$ cat src/rtl/uart_rx_os_if.sv
`default_nettype none
// +--------------------------------------------------------------------+
// | uart_rx_os_if : serial line into the receiver, byte/status back out |
// | Rev 1.0                                                             |
// +--------------------------------------------------------------------+
interface uart_rx_os_if;
  logic       rx;
  logic [7:0] rx_data;
  logic       rx_valid;
  logic       frame_err;
  logic       busy;

  // master: the receiver producing bytes; slave: the line driver / byte sink
  modport master (input rx, output rx_data, rx_valid, frame_err, busy);
  modport slave  (output rx, input rx_data, rx_valid, frame_err, busy);
endinterface
`default_nettype wire

$ cat src/rtl/uart_rx_os.sv
`default_nettype none
// +--------------------------------------------------------------------+
// | uart_rx_os : 8N1 oversampling UART receiver, LSB first              |
// | Rev 1.0                                                             |
// +--------------------------------------------------------------------+
module uart_rx_os #(
  parameter int CLK_FREQ   = 1000000,
  parameter int BAUD_RATE  = 9600,
  parameter int OVERSAMPLE = 16
) (
  input  wire logic    clk,
  input  wire logic    rst,
  uart_rx_os_if.master bus
);

  localparam int DIV_RAW = CLK_FREQ / (BAUD_RATE * OVERSAMPLE);
  localparam int DIV     = (DIV_RAW < 1) ? 1 : DIV_RAW;
  localparam int DIV_W   = (DIV > 1) ? $clog2(DIV) : 1;
  localparam int SC_W    = $clog2(OVERSAMPLE);

  localparam logic [DIV_W-1:0] DIV_LAST = DIV_W'(DIV - 1);
  localparam logic [SC_W-1:0]  SC_HALF  = SC_W'(OVERSAMPLE / 2 - 1);
  localparam logic [SC_W-1:0]  SC_LAST  = SC_W'(OVERSAMPLE - 1);

  typedef enum logic [1:0] {
    S_IDLE  = 2'd0,
    S_START = 2'd1,
    S_DATA  = 2'd2,
    S_STOP  = 2'd3
  } state_t;

  state_t           state_q, state_d;
  logic [DIV_W-1:0] div_q, div_d;
  logic [SC_W-1:0]  sc_q, sc_d;
  logic [2:0]       bi_q, bi_d;
  logic [7:0]       shift_q, shift_d;
  logic             sync1_q, sync1_d;
  logic             sync2_q, sync2_d;
  logic             rx_prev_q, rx_prev_d;
  logic [7:0]       rx_data_q, rx_data_d;
  logic             rx_valid_q, rx_valid_d;
  logic             frame_err_q, frame_err_d;
  logic             busy_q, busy_d;

  logic tick;
  logic rx_s;

  assign rx_s = sync2_q;
  // Free-running divider: never re-aligned to the start edge.
  assign tick = (div_q == DIV_LAST);

  always_comb begin
    state_d     = state_q;
    div_d       = tick ? '0 : div_q + DIV_W'(1);
    sc_d        = sc_q;
    bi_d        = bi_q;
    shift_d     = shift_q;
    sync1_d     = bus.rx;
    sync2_d     = sync1_q;
    rx_prev_d   = sync2_q;
    rx_data_d   = rx_data_q;
    rx_valid_d  = 1'b0;
    frame_err_d = 1'b0;

    case (state_q)
      S_IDLE: begin
        // Edge-triggered so a held-low (break) line cannot retrigger.
        if (rx_prev_q && !rx_s) begin
          sc_d    = '0;
          state_d = S_START;
        end
      end
      S_START: begin
        if (tick) begin
          if (sc_q == SC_HALF) begin
            if (rx_s) begin
              state_d = S_IDLE;
            end else begin
              sc_d    = '0;
              bi_d    = 3'd0;
              state_d = S_DATA;
            end
          end else begin
            sc_d = sc_q + SC_W'(1);
          end
        end
      end
      S_DATA: begin
        if (tick) begin
          if (sc_q == SC_LAST) begin
            shift_d[bi_q] = rx_s;
            sc_d          = '0;
            bi_d          = bi_q + 3'd1;
            if (bi_q == 3'd7) begin
              state_d = S_STOP;
            end
          end else begin
            sc_d = sc_q + SC_W'(1);
          end
        end
      end
      S_STOP: begin
        if (tick) begin
          if (sc_q == SC_LAST) begin
            // The byte is presented even on a framing error.
            rx_data_d   = shift_q;
            rx_valid_d  = rx_s;
            frame_err_d = !rx_s;
            sc_d        = '0;
            state_d     = S_IDLE;
          end else begin
            sc_d = sc_q + SC_W'(1);
          end
        end
      end
      default: begin
        state_d = S_IDLE;
      end
    endcase

    busy_d = (state_d != S_IDLE);
  end

  always_ff @(posedge clk) begin
    if (rst) begin
      state_q     <= S_IDLE;
      div_q       <= '0;
      sc_q        <= '0;
      bi_q        <= 3'd0;
      shift_q     <= 8'h00;
      sync1_q     <= 1'b1;
      sync2_q     <= 1'b1;
      rx_prev_q   <= 1'b1;
      rx_data_q   <= 8'h00;
      rx_valid_q  <= 1'b0;
      frame_err_q <= 1'b0;
      busy_q      <= 1'b0;
    end else begin
      state_q     <= state_d;
      div_q       <= div_d;
      sc_q        <= sc_d;
      bi_q        <= bi_d;
      shift_q     <= shift_d;
      sync1_q     <= sync1_d;
      sync2_q     <= sync2_d;
      rx_prev_q   <= rx_prev_d;
      rx_data_q   <= rx_data_d;
      rx_valid_q  <= rx_valid_d;
      frame_err_q <= frame_err_d;
      busy_q      <= busy_d;
    end
  end

  assign bus.rx_data   = rx_data_q;
  assign bus.rx_valid  = rx_valid_q;
  assign bus.frame_err = frame_err_q;
  assign bus.busy      = busy_q;

endmodule
`default_nettype wire

$ cat src/flat_wrapper.sv
// flat-port wrapper written by rule: the top's interface ports become plain ports
module uart_rx_os_flat 
#(
  parameter int CLK_FREQ   = 1000000,
  parameter int BAUD_RATE  = 9600,
  parameter int OVERSAMPLE = 16
)
  (clk, rst, bus_rx, bus_rx_data, bus_rx_valid, bus_frame_err, bus_busy);
  uart_rx_os_if bus_i ();
  input  wire logic clk;
  input  wire logic rst;
  input wire logic [$bits(bus_i.rx)-1:0] bus_rx;
  output wire logic [$bits(bus_i.rx_data)-1:0] bus_rx_data;
  output wire logic [$bits(bus_i.rx_valid)-1:0] bus_rx_valid;
  output wire logic [$bits(bus_i.frame_err)-1:0] bus_frame_err;
  output wire logic [$bits(bus_i.busy)-1:0] bus_busy;
  assign bus_i.rx = bus_rx;
  assign bus_rx_data = bus_i.rx_data;
  assign bus_rx_valid = bus_i.rx_valid;
  assign bus_frame_err = bus_i.frame_err;
  assign bus_busy = bus_i.busy;
  uart_rx_os #(.CLK_FREQ(CLK_FREQ), .BAUD_RATE(BAUD_RATE), .OVERSAMPLE(OVERSAMPLE)) u_core (.clk(clk), .rst(rst), .bus(bus_i));
endmodule
$ cat config.mk
export PLATFORM = sky130hd
export DESIGN_NAME = uart_rx_os_flat
export DESIGN_NICKNAME = d
export VERILOG_FILES = /design/src/rtl/uart_rx_os_if.sv /design/src/rtl/uart_rx_os.sv /design/src/flat_wrapper.sv
export SDC_FILE = /design/constraint.sdc
export NUM_CORES = 1
export LEC_CHECK = 0
export BUFFER_PORTS_ARGS = -buffer_cell sky130_fd_sc_hd__clkbuf_2
export CAP_MARGIN = 20
export CORE_AREA = 2 2 61 63
export DETAILED_ROUTE_END_ITERATION = 10
export DIE_AREA = 0 0 63 65
export GPL_TIMING_DRIVEN = 0
export PLACE_DENSITY = 0.67
export SLEW_MARGIN = 30
export SYNTH_ARGS = -nofsm -noshare
export SYNTH_HDL_FRONTEND = slang
export SYNTH_SLANG_ARGS = --single-unit
export TNS_END_PERCENT = 50
$ cat constraint.sdc
create_clock -name clk -period 1.7 [get_ports clk]
set_input_delay 0.085 -clock clk [delete_from_list [all_inputs] [get_ports clk]]
set_output_delay 0.085 -clock clk [all_outputs]
set_load 0.005 [all_outputs]
==> results_dict.tcl, run 1 <==
set metrics [dict create \
    multi_input_area_um2 920.9 \
    hp-class "in2reg" \
    io_buffers 12 \
    rsz0062_at_grt "no" \
    fmax_mhz 646.1 \
    htreeDepth 2 \
    synthMostInstantiatedCell "dfxtp_1" \
    grt_pass1_wl_um 5554 \
    gp_congestion 0.8253 \
    synth_cell_types 50 \
    synth_top_area_share_pct 40.75 \
    synth-seq-area-share_pct 40.75 \
    min_period_ps 1548 \
    stdcell_count 238 \
    nets 197 \
    p_int_mw 1.042 \
    fp.dieArea_um2 4095 \
    comb_power_share_pct 6.0 \
    area_growth_syn_to_layout_pct 13.18 \
    synth_area_um2 1670 \
    arrival_ps 1790 \
    powerDensity_nw_per_um2 725.3 \
    worstSetupPathType "reg2reg" \
    ir_worst_vdd_v 0.0004227 \
    vias_per_cell 5.282 \
    clk_pin_slew_ps 100 \
    cts_tree "done" \
    n_fill_cell 343 \
    syn_avg_cell_area_um2 9.884 \
    clock_skew_ps 7.210 \
    finalSetupViolations 0 \
    synth_top_cells_by_area "dfxtp_1 41%, mux2i_1 8.4%, nor2_1 4.5%" \
    hold_viol_final 0 \
    status "complete, no violations" \
    numClockSinks 34 \
    crit_path_top_delay_cell "or4_4" \
    cp_max_fo 7 \
    wl_um 3212 \
    synth.top_cells.by_count "34 x dfxtp_1, 20 x nor2_1, 14 x mux2i_1" \
    grt_max_degree 12 \
    layout.area.seq_um2 681.9 \
    dpl.cell_count 229 \
    core_um2 3496 \
    dieWidth_um 63 \
    cts_made_buffers 5 \
    slew_headroom_pct 68.45 \
    startpoint "u_core.div_q[0]" \
    crit_path_end_kind "register" \
    seq_power_share_pct 59.5 \
    ant_nets 0 \
    drt_iter0_markers 49 \
    grt.total_usage_pct 17.87 \
    clockBufferDepth 2 \
    synth_nets 177 \
    finalMaxSlewViolations 0 \
    firstDrtPassIters 4 \
    grt_pass1_vias 1207 \
    switching_share_pct 24.00 \
    clockPowerShare_pct 34.5 \
    cp_slowest_stage_delay_ps 550 \
    clk_latency_ps 340 \
    overflow 0 \
    tightestPinTransition_ps 473.3 \
    r2r_start "u_core.div_q[0]" \
    start_util_pct 47.78 \
    drive_gt1_share_pct 26.32 \
    cp_data_required_time_ps 1940 \
    antennaDiodeCount 0 \
    wire_per_inst_um 13.50 \
    synthArstFlopShare_pct 0 \
    ys.flop_type "dfxtp_1" \
    rows 22 \
    synth_edf_count 0 \
    synthCells 169 \
    dieHeight_um 65 \
    worst_setup_path_start_kind "register" \
    vias 1257 \
    drc 0 \
    finalCritPeriodShare_pct 91.04 \
    antenna_found_initial 0 \
    ys_seq_elements 34 \
    hold_start "rst" \
    dp_hpwl_um 2240 \
    ios 14 \
    r2r_slack_ps 150 \
    power_leakage_nw 0.8269 \
    root_buffer "clkbuf_4" \
    crit_path_cell_trace "ha_4 > nand2_1 > or4_4 > nand3_1 > a21oi_1" \
    synth_top_area_cell "dfxtp_1" \
    drv_cap 0 \
    synth_warnings 0 \
    switching_power_mw 0.3291 \
    power_mw 1.371 \
]
[repair_timing]
item | 4_1_cts | 5_1_grt
hold endpoints to repair | 1 | 0
hold buffers | 1 | 0
setup buffers | 0 | 0
endpoints found under the setup margin | 6 | 13
resized for setup | 1 | 4
[cells in the final DEF (no fill, tap or decap), types with 4 or more instances in the layout]
master	synthesis	layout
dfxtp_1	34	33
nor2_1	20	20
mux2i_1	14	14
clkbuf_2	1	13
nand3_1	7	7
a21oi_1	7	7
nor3_1	6	6
nand2b_1	5	5
nor2b_1	5	5
clkbuf_4	0	5
or2_2	4	4
[stage by stage]
| stage | cell area (um2) | worst slack (ps) | hold slack, ps | TNS [ps] | util [%] |
|---|---|---|---|---|---|
| after floorplan | 1670 | 152.5 | 188.8 | 0 | - |
| after global placement | 1790 | 7.397 | 268.9 | 0 | 51.22 |
| after detailed placement | 1790 | -1.101 | 274.3 | -1.101 | 51.22 |
| after CTS | 1867 | 43.15 | 39.43 | 0 | 53.40 |
| after global routing | 1891 | 0.7854 | 49.86 | 0 | 54.08 |
| final | 1891 | 152.3 | 54.69 | 0 | 54.08 |
[power groups by stage]
stage	clock, mW	combinational [mW]	sequential [mW]
6_report	0.473	0.0822	0.817
5_1_grt	0.536	0.0914	0.819
4_1_cts	0.499	0.0775	0.816
3_5_place_dp	0	0.0754	0.834
3_3_place_gp	0	0.0728	0.833
2_1_floorplan	0	0.0564	0.832
[flip-flops by register name, summed over array words and instances (netlist names)]
| name | flops |
|---|---|
| u_core.bus.frame_err | 1 |
| u_core.div_q | 3 |
| u_core.state_q | 2 |
| u_core.rx_prev_q | 1 |
| u_core.sc_q | 4 |
| u_core.shift_q | 8 |
| u_core.rx_prev_d | 1 |
| u_core.sync1_q | 1 |
| u_core.bi_q | 3 |
| u_core.bus.rx_data | 8 |
| u_core.bus.rx_valid | 1 |
| u_core.bus.busy | 1 |
[worst max-delay path, delay by kind of cell, from the launching register on]
| family | cells | cell delay (ps) |
|---|---|---|
| and+or+nand+nor | 3 | 780 |
| DFF | 1 | 410 |
| adders and majority gates | 1 | 200 |
| AOI/OAI and AO/OA | 1 | 70 |
[cell type report]
class	count	share of cell area, %
plain buffers	10	4.368
clock inverters	2	0.6618
inverters	3	0.5956
well taps	48	3.177
multi-input cells	122	48.71
clock buffers	6	2.713
repair buffers	13	3.706
flip-flops and latches	34	36.07
[kinds of logic (layout without fill, tap and decap cells)]
group	count (synthesis)	after routing	share of synthesized area (%)
DFF	34	34	40.75
adders and majority gates	5	5	3.745
AOI/OAI and AO/OA	28	28	13.41
muxes	14	14	8.389
and+or+nand+nor	74	74	27.57
xor gates and xnor gates	1	1	0.5244
buffers and inverters	13	34	5.617
[path summary, 6_finish.rpt]
path / cells after the start / end
worst min register to register: 1 / u_core.rx_prev_d
worst min-delay path: 4 / u_core.shift_q[6]
worst max register to register: 5 / u_core.bi_q[0]
worst max-delay path: 5 / u_core.bi_q[0]
[metal layers]
layer | wire (um) | GRT usage, %
met1 | 1526 | 20.73
met2 | 1501 | 29.79
met3 | 116 | 5.382
met4 | 68 | 9.167
met5 | 0 | 0
Note: power is estimated with default switching activity, not from simulation.
==> run 2: changes to the inputs <==
--- a/config.mk
+++ b/config.mk
@@ -7,12 +7,12 @@
 export LEC_CHECK = 0
 export BUFFER_PORTS_ARGS = -buffer_cell sky130_fd_sc_hd__clkbuf_2
 export CAP_MARGIN = 20
-export CORE_AREA = 2 2 61 63
+export CORE_AREA = 5 5 64 66
 export DETAILED_ROUTE_END_ITERATION = 10
-export DIE_AREA = 0 0 63 65
+export DIE_AREA = 0 0 69 71
 export GPL_TIMING_DRIVEN = 0
 export PLACE_DENSITY = 0.67
-export SLEW_MARGIN = 30
+export SLEW_MARGIN = 0
 export SYNTH_ARGS = -nofsm -noshare
 export SYNTH_HDL_FRONTEND = slang
 export SYNTH_SLANG_ARGS = --single-unit
==> run 2 against run 1 <==
Net effect: via count increased by 3.6%; power increased by 8.9%; sequential cell count unchanged; worst hold slack better by 25 ps; design area increased by 1.1%.
==> results_dict.tcl, run 2 (synthesis gave the netlist of run 1 again) <==
set metrics [dict create \
    status "complete, no violations" \
    r2r_start "u_core.sc_q[0]" \
    critPathTopFamily "simple AND/OR/NAND/NOR gates" \
    drive_gt1_share_pct 26.32 \
    drc 0 \
    worstSetupPathType "reg2reg" \
    crit_path_top_delay_cell "or4_4" \
    cts_made_buffers 5 \
    r2r_slack_ps 90 \
    io_buffers 12 \
    final_area_um2 1912 \
    hold_start "rst" \
    dp_hpwl_um 2351 \
    clockBufferDepth 2 \
    rr_worst_depth 5 \
    arrival_ps 1840 \
    vias_per_cell 5.471 \
    fmax_mhz 623.0 \
    holdWs_ps 79.70 \
    grt_pass1_vias 1245 \
    area_growth_syn_to_layout_pct 14.46 \
    finalMaxSlewViolations 0 \
    fp.dieArea_um2 4899 \
    core_um2 3523 \
    powerDensity_nw_per_um2 781.0 \
    firstDrtPassIters 4 \
    cp_data_required_time_ps 1930 \
    worst_setup_path_start_kind "register" \
    cp_max_fo 7 \
    regToRegEndpoint "u_core.bi_q[2]" \
    rsz0062_at_grt "no" \
    setup_ws_ps 94.88 \
    power_leakage_nw 0.8309 \
    htreeDepth 2 \
    final_common_cell "dfxtp_1" \
    hp-class "in2reg" \
    min_period_ps 1605 \
    cp_slowest_stage_delay_ps 530 \
    crit_path_cell_trace "ha_4 > nand3_2 > or4_4 > nand3_1 > a21oi_1" \
    ant_nets 0 \
    clk_latency_ps 340 \
    ir_worst_vdd_v 0.0005462 \
    dieHeight_um 71 \
    grt.total_usage_pct 14.40 \
    grt_max_degree 12 \
    start_util_pct 47.41 \
    hold_depth 4 \
    nets 197 \
    power_mw 1.493 \
    rows 22 \
    placed_area_um2 1790 \
    final_cell_mix "33 x dfxtp_1, 20 x nor2_1, 14 x mux2i_1, 13 x clkbuf_2" \
    wire_per_inst_um 14.06 \
    hold_viol_final 0 \
    dieWidth_um 69 \
    slew_headroom_pct 71.47 \
    clock_skew_ps 5.745 \
    wl_um 3347 \
    place_ws_ps -4.245 \
    tightestPinTransition_ps 428.0 \
    antennaDiodeCount 0 \
    cts_tree "done" \
    post_cts_buffers 0 \
    path_buf_inv 0 \
    grt_pass1_wl_um 5733 \
    finalCritPeriodShare_pct 94.42 \
    clk_pin_slew_ps 110 \
    finalSetupViolations 0 \
    final_util_pct 54.26 \
    numClockSinks 34 \
    ios 14 \
    overflow 0 \
    crit_path_end_kind "register" \
    gp_congestion 0.8195 \
    vias 1302 \
    drv_cap 0 \
    root_buffer "clkbuf_4" \
    min_to "u_core.shift_q[6]" \
    drt_iter0_markers 36 \
    antenna_found_initial 0 \
]
-- run 2: changes by cell type in the layout (fill, tap and decap cells not counted) --
cell       delta
clkbuf_1      +1
clkbuf_8      -1
nor4_1        -1
clkinv_2      -1
nor4_2        +1
bufinv_16     +1
-- run 2: worst max-delay path by stage --
stage                     depth (start not counted)  slack, ps             from           endpoint
after global routing                              5          7   u_core.sc_q[0]     u_core.bi_q[1]
after global placement                            6          6   u_core.sc_q[0]  u_core.shift_q[1]
after CTS                                         5          8  u_core.div_q[0]     u_core.bi_q[2]
after detailed placement                          5         -4   u_core.sc_q[0]     u_core.bi_q[2]
final                                             5         90   u_core.sc_q[0]     u_core.bi_q[2]
after floorplan                                   5        150   u_core.sc_q[0]     u_core.bi_q[0]
-- run 2: power breakdown --
part | switching, mW | leakage (nW) | internal [mW]
combinational | 0.0461 | 0.517 | 0.0352
sequential | 0.00884 | 0.275 | 0.808
clock | 0.285 | 0.0385 | 0.310
total | 0.340 | 0.831 | 1.15
-- run 2: area by class of cell --
cell class,instances,area (um2)
fillers,358,1612
multi-input cells,122,927.1
flip-flops and latches,34,681.9
plain buffers,10,82.58
repair buffers,13,70.07
well taps,48,60.06
clock buffers,6,41.29
clock inverters,2,37.54
inverters,3,11.26
-- run 2: layer usage --
layer	wire [um]	track usage, %	vias up	part of all wire [%]
li1	-	-	647	-
met1	1523	17.33	627	46
met3	127	3.409	6	3.8
met5	0	0	-	0
met4	60	8.243	0	1.8
met2	1635	23.52	22	49
-- run 2: through the flow --
step,setup TNS (ps),cells
floorplan,0,169
global placement,0,229
detailed placement,-4.245,229
CTS,0,238
global route,0,238
finish,0,238
-- run 2: worst reg2reg max path, cell delays in order (launching register included) --
cell     delay (ps)
dfxtp_1         430
ha_4            220
nand3_2         140
or4_4           530
nand3_1         110
a21oi_1          60
-- run 2: repair_timing --
action,4_1_cts,5_1_grt
endpoints found under the setup margin,6,16
cloned,0,0
hold buffers,1,0
gates resized for setup,1,5
endpoints found under the hold margin,1,0
